===== config.mk =====
export PLATFORM = sky130hd
export DESIGN_NAME = ibis_dvi_timing
export DESIGN_NICKNAME = d
export VERILOG_FILES = /design/src/rtl/ibis_dvi_pkg.sv /design/src/rtl/ibis_dvi_strobe.sv /design/src/rtl/ibis_dvi_timing.sv
export SDC_FILE = /design/constraint.sdc
export NUM_CORES = 1
export LEC_CHECK = 0
export CAP_MARGIN = 20
export CORE_UTILIZATION = 45
export CTS_CLUSTER_DIAMETER = 80
export DETAILED_ROUTE_END_ITERATION = 8
export HOLD_SLACK_MARGIN = 0.05
export PLACE_DENSITY_LB_ADDON = 0.2
export SLEW_MARGIN = 0
export SYNTH_ARGS = -nofsm -noshare
export SYNTH_HDL_FRONTEND = slang
export SYNTH_SLANG_ARGS = --single-unit

===== constraint.sdc =====
create_clock -name aclk -period 2.1 [get_ports aclk]
set_clock_uncertainty 0.05 [all_clocks]
set_input_delay 0.315 -clock aclk [delete_from_list [all_inputs] [get_ports aclk]]
set_output_delay 0.315 -clock aclk [all_outputs]
set_load 0.01 [all_outputs]

===== src/rtl/ibis_dvi_pkg.sv =====
// Shared types and constants for the DVI raster timing generator.
// Default timing is 640x480 @ 800x525 total; control bits map {vsync,hsync}.
package ibis_dvi_pkg;

  typedef enum logic [1:0] {
    ST_IDLE  = 2'd0,
    ST_RUN   = 2'd1,
    ST_DRAIN = 2'd2
  } state_e;

  localparam int DEF_H_ACTIVE = 640;
  localparam int DEF_H_FRONT  = 16;
  localparam int DEF_H_SYNC   = 96;
  localparam int DEF_H_BACK   = 48;
  localparam int DEF_V_ACTIVE = 480;
  localparam int DEF_V_FRONT  = 10;
  localparam int DEF_V_SYNC   = 2;
  localparam int DEF_V_BACK   = 33;

  localparam int CTRL_HSYNC_BIT = 0;
  localparam int CTRL_VSYNC_BIT = 1;

  function automatic logic in_window(input logic [11:0] pos,
                                     input logic [11:0] lo,
                                     input logic [11:0] hi);
    return (pos >= lo) && (pos < hi);
  endfunction

endpackage


===== src/rtl/ibis_dvi_strobe.sv =====
// Pixel-rate tick divider: one tick every CLK_DIV aclk cycles, forced low and
// re-phased while clr is asserted so the first tick follows clr release.
module ibis_dvi_strobe #(
  parameter int CLK_DIV = 1
) (
  input  logic aclk,
  input  logic aresetn,
  input  logic clr,
  output logic tick
);

  localparam logic [3:0] CNT_LAST = 4'(CLK_DIV - 1);

  logic [3:0] cnt_q, cnt_d;
  logic       tick_q, tick_d;

  always_comb begin
    cnt_d  = cnt_q;
    tick_d = 1'b0;
    if (clr) begin
      cnt_d = '0;
    end else begin
      tick_d = (cnt_q == 4'd0);
      cnt_d  = (cnt_q == CNT_LAST) ? 4'd0 : cnt_q + 4'd1;
    end
  end

  always_ff @(posedge aclk) begin
    if (!aresetn) begin
      cnt_q  <= '0;
      tick_q <= 1'b0;
    end else begin
      cnt_q  <= cnt_d;
      tick_q <= tick_d;
    end
  end

  // Gate so a tick registered on the last DRAIN cycle never leaks into IDLE.
  assign tick = tick_q & ~clr;

endmodule


===== src/rtl/ibis_dvi_timing.sv =====
// DVI raster timing generator feeding three TMDS encoders.
// Optional IBIS_DVI_FRAME_COUNT_EN adds a 16-bit wrapping frame_count output.
//
// state    | meaning
// ST_IDLE  | raster stopped, counters held at (0,0), no ticks
// ST_RUN   | raster running, run=1
// ST_DRAIN | run dropped; finish the frame, then return to IDLE
module ibis_dvi_timing
  import ibis_dvi_pkg::*;
#(
  parameter int H_ACTIVE = DEF_H_ACTIVE,
  parameter int H_FRONT  = DEF_H_FRONT,
  parameter int H_SYNC   = DEF_H_SYNC,
  parameter int H_BACK   = DEF_H_BACK,
  parameter int V_ACTIVE = DEF_V_ACTIVE,
  parameter int V_FRONT  = DEF_V_FRONT,
  parameter int V_SYNC   = DEF_V_SYNC,
  parameter int V_BACK   = DEF_V_BACK,
  parameter bit SYNC_POL = 1'b0,
  parameter int CLK_DIV  = 1
) (
  input  logic        aclk,
  input  logic        aresetn,
  input  logic        run,
  input  logic        px_valid,
  input  logic [23:0] px_data,
  output logic        px_ready,
  output logic        enable,
  output logic        data_enable,
  output logic [1:0]  control,
  output logic [7:0]  data_r,
  output logic [7:0]  data_g,
  output logic [7:0]  data_b,
  output logic [11:0] hpos,
  output logic [11:0] vpos,
  output logic        frame_start,
  output logic        underflow
`ifdef IBIS_DVI_FRAME_COUNT_EN
  ,
  output logic [15:0] frame_count
`endif
);

  localparam int H_TOTAL = H_ACTIVE + H_FRONT + H_SYNC + H_BACK;
  localparam int V_TOTAL = V_ACTIVE + V_FRONT + V_SYNC + V_BACK;
  localparam logic [11:0] H_LAST   = 12'(H_TOTAL - 1);
  localparam logic [11:0] V_LAST   = 12'(V_TOTAL - 1);
  localparam logic [11:0] H_ACT    = 12'(H_ACTIVE);
  localparam logic [11:0] V_ACT    = 12'(V_ACTIVE);
  localparam logic [11:0] HS_START = 12'(H_ACTIVE + H_FRONT);
  localparam logic [11:0] HS_END   = 12'(H_ACTIVE + H_FRONT + H_SYNC);
  localparam logic [11:0] VS_START = 12'(V_ACTIVE + V_FRONT);
  localparam logic [11:0] VS_END   = 12'(V_ACTIVE + V_FRONT + V_SYNC);
  localparam logic [1:0]  CTRL_RST = {~SYNC_POL, ~SYNC_POL};

  state_e      state_q, state_d;
  logic [11:0] h_q, h_d, v_q, v_d;
  logic [11:0] hpos_q, hpos_d, vpos_q, vpos_d;
  logic [23:0] pix_q, pix_d;
  logic [1:0]  control_q, control_d;
  logic        enable_q, enable_d;
  logic        de_q, de_d;
  logic        fs_q, fs_d;
  logic        uf_q, uf_d;
  logic        tick, active, h_last, v_last;

  ibis_dvi_strobe #(.CLK_DIV(CLK_DIV)) u_strobe (
    .aclk    (aclk),
    .aresetn (aresetn),
    .clr     (state_q == ST_IDLE),
    .tick    (tick)
  );

  always_comb begin
    state_d   = state_q;
    h_d       = h_q;
    v_d       = v_q;
    hpos_d    = hpos_q;
    vpos_d    = vpos_q;
    pix_d     = pix_q;
    control_d = control_q;
    de_d      = de_q;
    uf_d      = uf_q;
    enable_d  = tick;
    fs_d      = 1'b0;
    px_ready  = 1'b0;
    active    = (h_q < H_ACT) && (v_q < V_ACT);
    h_last    = (h_q == H_LAST);
    v_last    = (v_q == V_LAST);

    case (state_q)
      ST_IDLE: begin
        h_d = '0;
        v_d = '0;
        if (run) begin
          state_d = ST_RUN;
          uf_d    = 1'b0;
        end
      end
      ST_RUN:   if (!run) state_d = ST_DRAIN;
      ST_DRAIN: begin
        if (run)                           state_d = ST_RUN;
        else if (tick && h_last && v_last) state_d = ST_IDLE;
      end
      default:  state_d = ST_IDLE;
    endcase

    // The counters hold the position the next tick presents.
    if (tick) begin
      px_ready  = active;
      hpos_d    = h_q;
      vpos_d    = v_q;
      de_d      = active;
      fs_d      = (h_q == 12'd0) && (v_q == 12'd0);
      pix_d     = (active && px_valid) ? px_data : 24'd0;
      if (active && !px_valid) uf_d = 1'b1;
      control_d[CTRL_HSYNC_BIT] = in_window(h_q, HS_START, HS_END) ? SYNC_POL : ~SYNC_POL;
      control_d[CTRL_VSYNC_BIT] = in_window(v_q, VS_START, VS_END) ? SYNC_POL : ~SYNC_POL;
      h_d = h_last ? 12'd0 : h_q + 12'd1;
      v_d = h_last ? (v_last ? 12'd0 : v_q + 12'd1) : v_q;
    end
  end

  always_ff @(posedge aclk) begin
    if (!aresetn) begin
      state_q   <= ST_IDLE;
      h_q       <= '0;
      v_q       <= '0;
      hpos_q    <= '0;
      vpos_q    <= '0;
      pix_q     <= '0;
      control_q <= CTRL_RST;
      enable_q  <= 1'b0;
      de_q      <= 1'b0;
      fs_q      <= 1'b0;
      uf_q      <= 1'b0;
    end else begin
      state_q   <= state_d;
      h_q       <= h_d;
      v_q       <= v_d;
      hpos_q    <= hpos_d;
      vpos_q    <= vpos_d;
      pix_q     <= pix_d;
      control_q <= control_d;
      enable_q  <= enable_d;
      de_q      <= de_d;
      fs_q      <= fs_d;
      uf_q      <= uf_d;
    end
  end

  assign enable      = enable_q;
  assign data_enable = de_q;
  assign control     = control_q;
  assign data_r      = pix_q[23:16];
  assign data_g      = pix_q[15:8];
  assign data_b      = pix_q[7:0];
  assign hpos        = hpos_q;
  assign vpos        = vpos_q;
  assign frame_start = fs_q;
  assign underflow   = uf_q;

`ifdef IBIS_DVI_FRAME_COUNT_EN
  // Survives IDLE; only reset clears it.
  logic [15:0] fc_q, fc_d;

  always_comb fc_d = fs_d ? fc_q + 16'd1 : fc_q;

  always_ff @(posedge aclk) begin
    if (!aresetn) fc_q <= '0;
    else          fc_q <= fc_d;
  end

  assign frame_count = fc_q;
`else
  // No frame counter in this build.
`endif

endmodule


==> metrics.md <==
| Metric | Value |
|---|---|
| Actual slew at the worst max-slew pin | `approximately 530 ps` |
| R2r startpoint | `h_q[11]` |
| Fmax | `about 490 MHz` |
| Antenna cells | `0` |
| WHS Endpoint | `state_q[0]` |
| Critical Path AT | `2220 ps` |
| Static leakage | `between 1.5 and 2 nW` |
| Synth cell types | `55` |
| Grt ovf | `0` |
| Core Util, Final | `between 60% and 70%` |
| Core area | `7850 µm²` |
| Die height | `92.7 µm` |
| IO buf count | `82` |
| Fillcell total | `707` |
| Final cell count without fillers | `646` |
| Max Fanout on Critical Path | `7` |
| Crit Path Class | `reg2reg` |
| Die area | `8600 µm²` |
| H-Tree Level Count | `3` |
| Final WL | `9.82 mm` |
| DR WL met2 | `approximately 4.9 mm` |
| Worst r2r dst | `h_q[11]` |
| Slew Limit Fails | `0` |
| Top Metal Used | `met4` |
| Die Wd | `a little over 90 µm` |
| Vias per cell | `5.49` |
| Post-route cell area | `~5000 µm²` |
| Wl on met1 | `4.29 mm` |
| Layout cells sized above 1 | `11.4%` |
| Initial Util | `47.2%` |
| CP endpoint kind | `flop` |
| Syn Nets | `489` |
| Overall routing resource usage | `23.3%` |
| RSZ-0062 raised after global routing | `no` |
| Post-DP HPWL | `6.83 mm` |
| Final worst slack | `77.4 ps` |
| Worst Reg-to-Reg Cells | `5` |
| Fin nets | `573` |
| Hold WS | `186 ps` |
| Worst Hold Class | `in2reg` |
| Worst hold path cell count | `3` |
| Clock Sinks | `85` |
| Worst EP required | `2300 ps` |
| Power Density | `607 nW/µm²` |
| Area grow syn2layout | `33.1%` |
| Largest net degree at the start of global routing | `54` |
| Synthesis Warnings | `0` |
| Pre-CTS setup slack | `40.5 ps` |
| TritonCTS Buffers | `9` |
| Dpl cell area | `4720 µm²` |
| Outcome | `complete, no violations` |
| Initial antenna violation count | `0` |
| TNS Setup | `0 ps` |
| Max Cap Viol | `0` |
| Max_slew headroom | `about two thirds` |
| Clk_lat worst skew | `360 ps` |
| Min-delay src | `aresetn` |
| Startpoint type of the worst setup path | `flop` |
| Worst VDD drop | `0.442 mV` |
| Postcts setup bufs | `0` |
| CP top delay family | `simple AND/OR/NAND/NOR gates` |
| Placer congestion estimate | `0.882` |
| Synth Area per Inst | `8.14 µm²` |
| Post-synthesis sequential area ratio | `45.9%` |
| Drc violations | `0` |
| Synth Flop Type | `dfxtp_1` |
| Wire length on met3 | `461 µm` |
| Post-synth EDFFs | `0` |
| Row cnt | `32` |
| Slowest CP cell | `or4_4` |
| Worst-path clk slew | `80 ps` |
| CP cell instances | `or4_4 > o31ai_2 > buf_4 > nor3b_1 > a311o_1` |
| Hold-fix buffers, CTS | `0` |
| Total number of vias | `3545` |
| Drt first pass iters | `5` |
| Max Root-Sink Buffers | `2` |
| Iter 0 DRT Violations | `191` |
| Ys async rst share | `0%` |
| Number of global-route vias before repair | `around 3300` |
| CTS root buf | `clkbuf_8` |
| Total power | `2.99 mW` |
| Buffers and inverters on the worst path | `1` |
| Mapped Area | `between 3000 and 4000 µm²` |
| Final setup viols | `0` |
| First-pass GRT wire length | `approximately 16 mm` |
| Crit path largest cell delay | `600 ps` |
| R2R setup slack | `80 ps` |
| Routed WL per cell | `15.2 µm` |
| Seq cells post-synth | `85` |
| I/O Pins | `83` |
| Placed Cells | `630` |
| Cell count after synthesis | `455` |
| Tmin final | `around 2000 ps` |
| Period utilization | `96.3%` |
| CTS tree | `yes` |
| Final hold violations | `0` |
| Antenna Nets Post-Route | `0` |
cell usage in the layout (no fill, tap or decap), types with 2 or more instances in the layout:
cell type        count
nand3b_1             3
nor4_4               2
and4_1               6
nor4_1               7
nand4_1              7
clkinvlp_4           3
nor2b_1              2
nor3_2               2
or4_1                2
nor2_1              16
o21a_1               3
nand2_1             92
nand2b_1             4
a31oi_1             16
nor3b_1              2
or3_2                2
nand4b_1             5
ha_1                 6
nor3_1               3
xnor2_1              3
clkdlybuf4s50_1     80
xor2_1               3
clkbuf_8             9
a21oi_1             32
buf_4               30
nand3_1             36
o21ai_0             31
o211ai_1             3
nor4b_1              2
inv_1               11
and4b_1              2
dfxtp_1             85
and3_1               5
flip-flops by register name, summed over array words and instances, names as in the netlist:
name and cells:
control 2, data_enable 1, enable 1, frame_start 1, h_q 12, hpos 12
pix_q 24, state_q 2, u_strobe.cnt_q 4, u_strobe.tick_q 1, underflow 1, v_q 12
vpos 12
power by group:
group          leakage, nW  switching (mW)  internal, mW
registers            0.685         0.00531          1.62
logic                0.931          0.0978        0.0897
clock network       0.0906           0.617         0.560
cell usage after synthesis, drive strengths merged, types with 5 or more instances:
library cell  count  area share [%]
nand2            92             9.3
clkbuf           26             2.6
and3              5            0.84
buf              13             1.9
nor3              5            0.68
nand4             7             1.2
a21oi            32             4.3
and4              7             1.7
nand3            37             5.0
nor4              9             2.3
nor2             16             1.6
nand4b            5             1.2
dfxtp            85              46
a31oi            16             2.7
ha                6             2.0
inv              11             1.1
o21ai            33             4.6
final cells by class:
| type | count | area [µm²] | area share [%] |
|---|---|---|---|
| flip-flops and latches | 85 | 1700 | 34.5 |
| clock buffers | 10 | 128 | 2.59 |
| clock inverters | 6 | 72.6 | 1.47 |
| repair buffers | 112 | 1040 | 21.1 |
| well taps | 102 | 128 | 2.59 |
| inverters | 11 | 41.3 | 0.838 |
| multi-input cells | 320 | 1820 | 36.9 |
tightest hold or removal path, stage by stage:
cell and delay [ps]:
buf_2 140, nand2_1 70, a21oi_1 30
logic make-up after synthesis:
kind of cell / after synthesis / synth area share, %
simple gates: 210 / 29.5
compound gates: 98 / 15.4
flops: 85 / 45.9
buf+inv: 50 / 5.64
xor+xnor: 6 / 1.42
fa+ha+maj: 6 / 2.03
repair_timing:
action / CTS / global route
endpoints found under the setup margin: 1 / 2
pin swaps: 0 / 1
gates resized for setup: 3 / 1
gates cloned: 0 / 0
metal layers:
layer | vias to the layer above | track usage, %
met5 | - | 0
met4 | 0 | 7.56
met3 | 12 | 5.01
met2 | 90 | 40.6
met1 | 1680 | 28.4
li1 | 1763 | -
worst max-delay path by stage:
stage	startpoint	end	slack, ps	depth (start not counted)
after floorplan	h_q[6]	h_q[11]	160	5
after CTS	v_q[11]	px_ready	60	4
after detailed placement	v_q[11]	px_ready	40	4
after global routing	v_q[11]	px_ready	6	4
final	h_q[11]	h_q[11]	80	5
after global placement	v_q[11]	px_ready	90	4
Note: power is estimated with default switching activity, not from simulation.
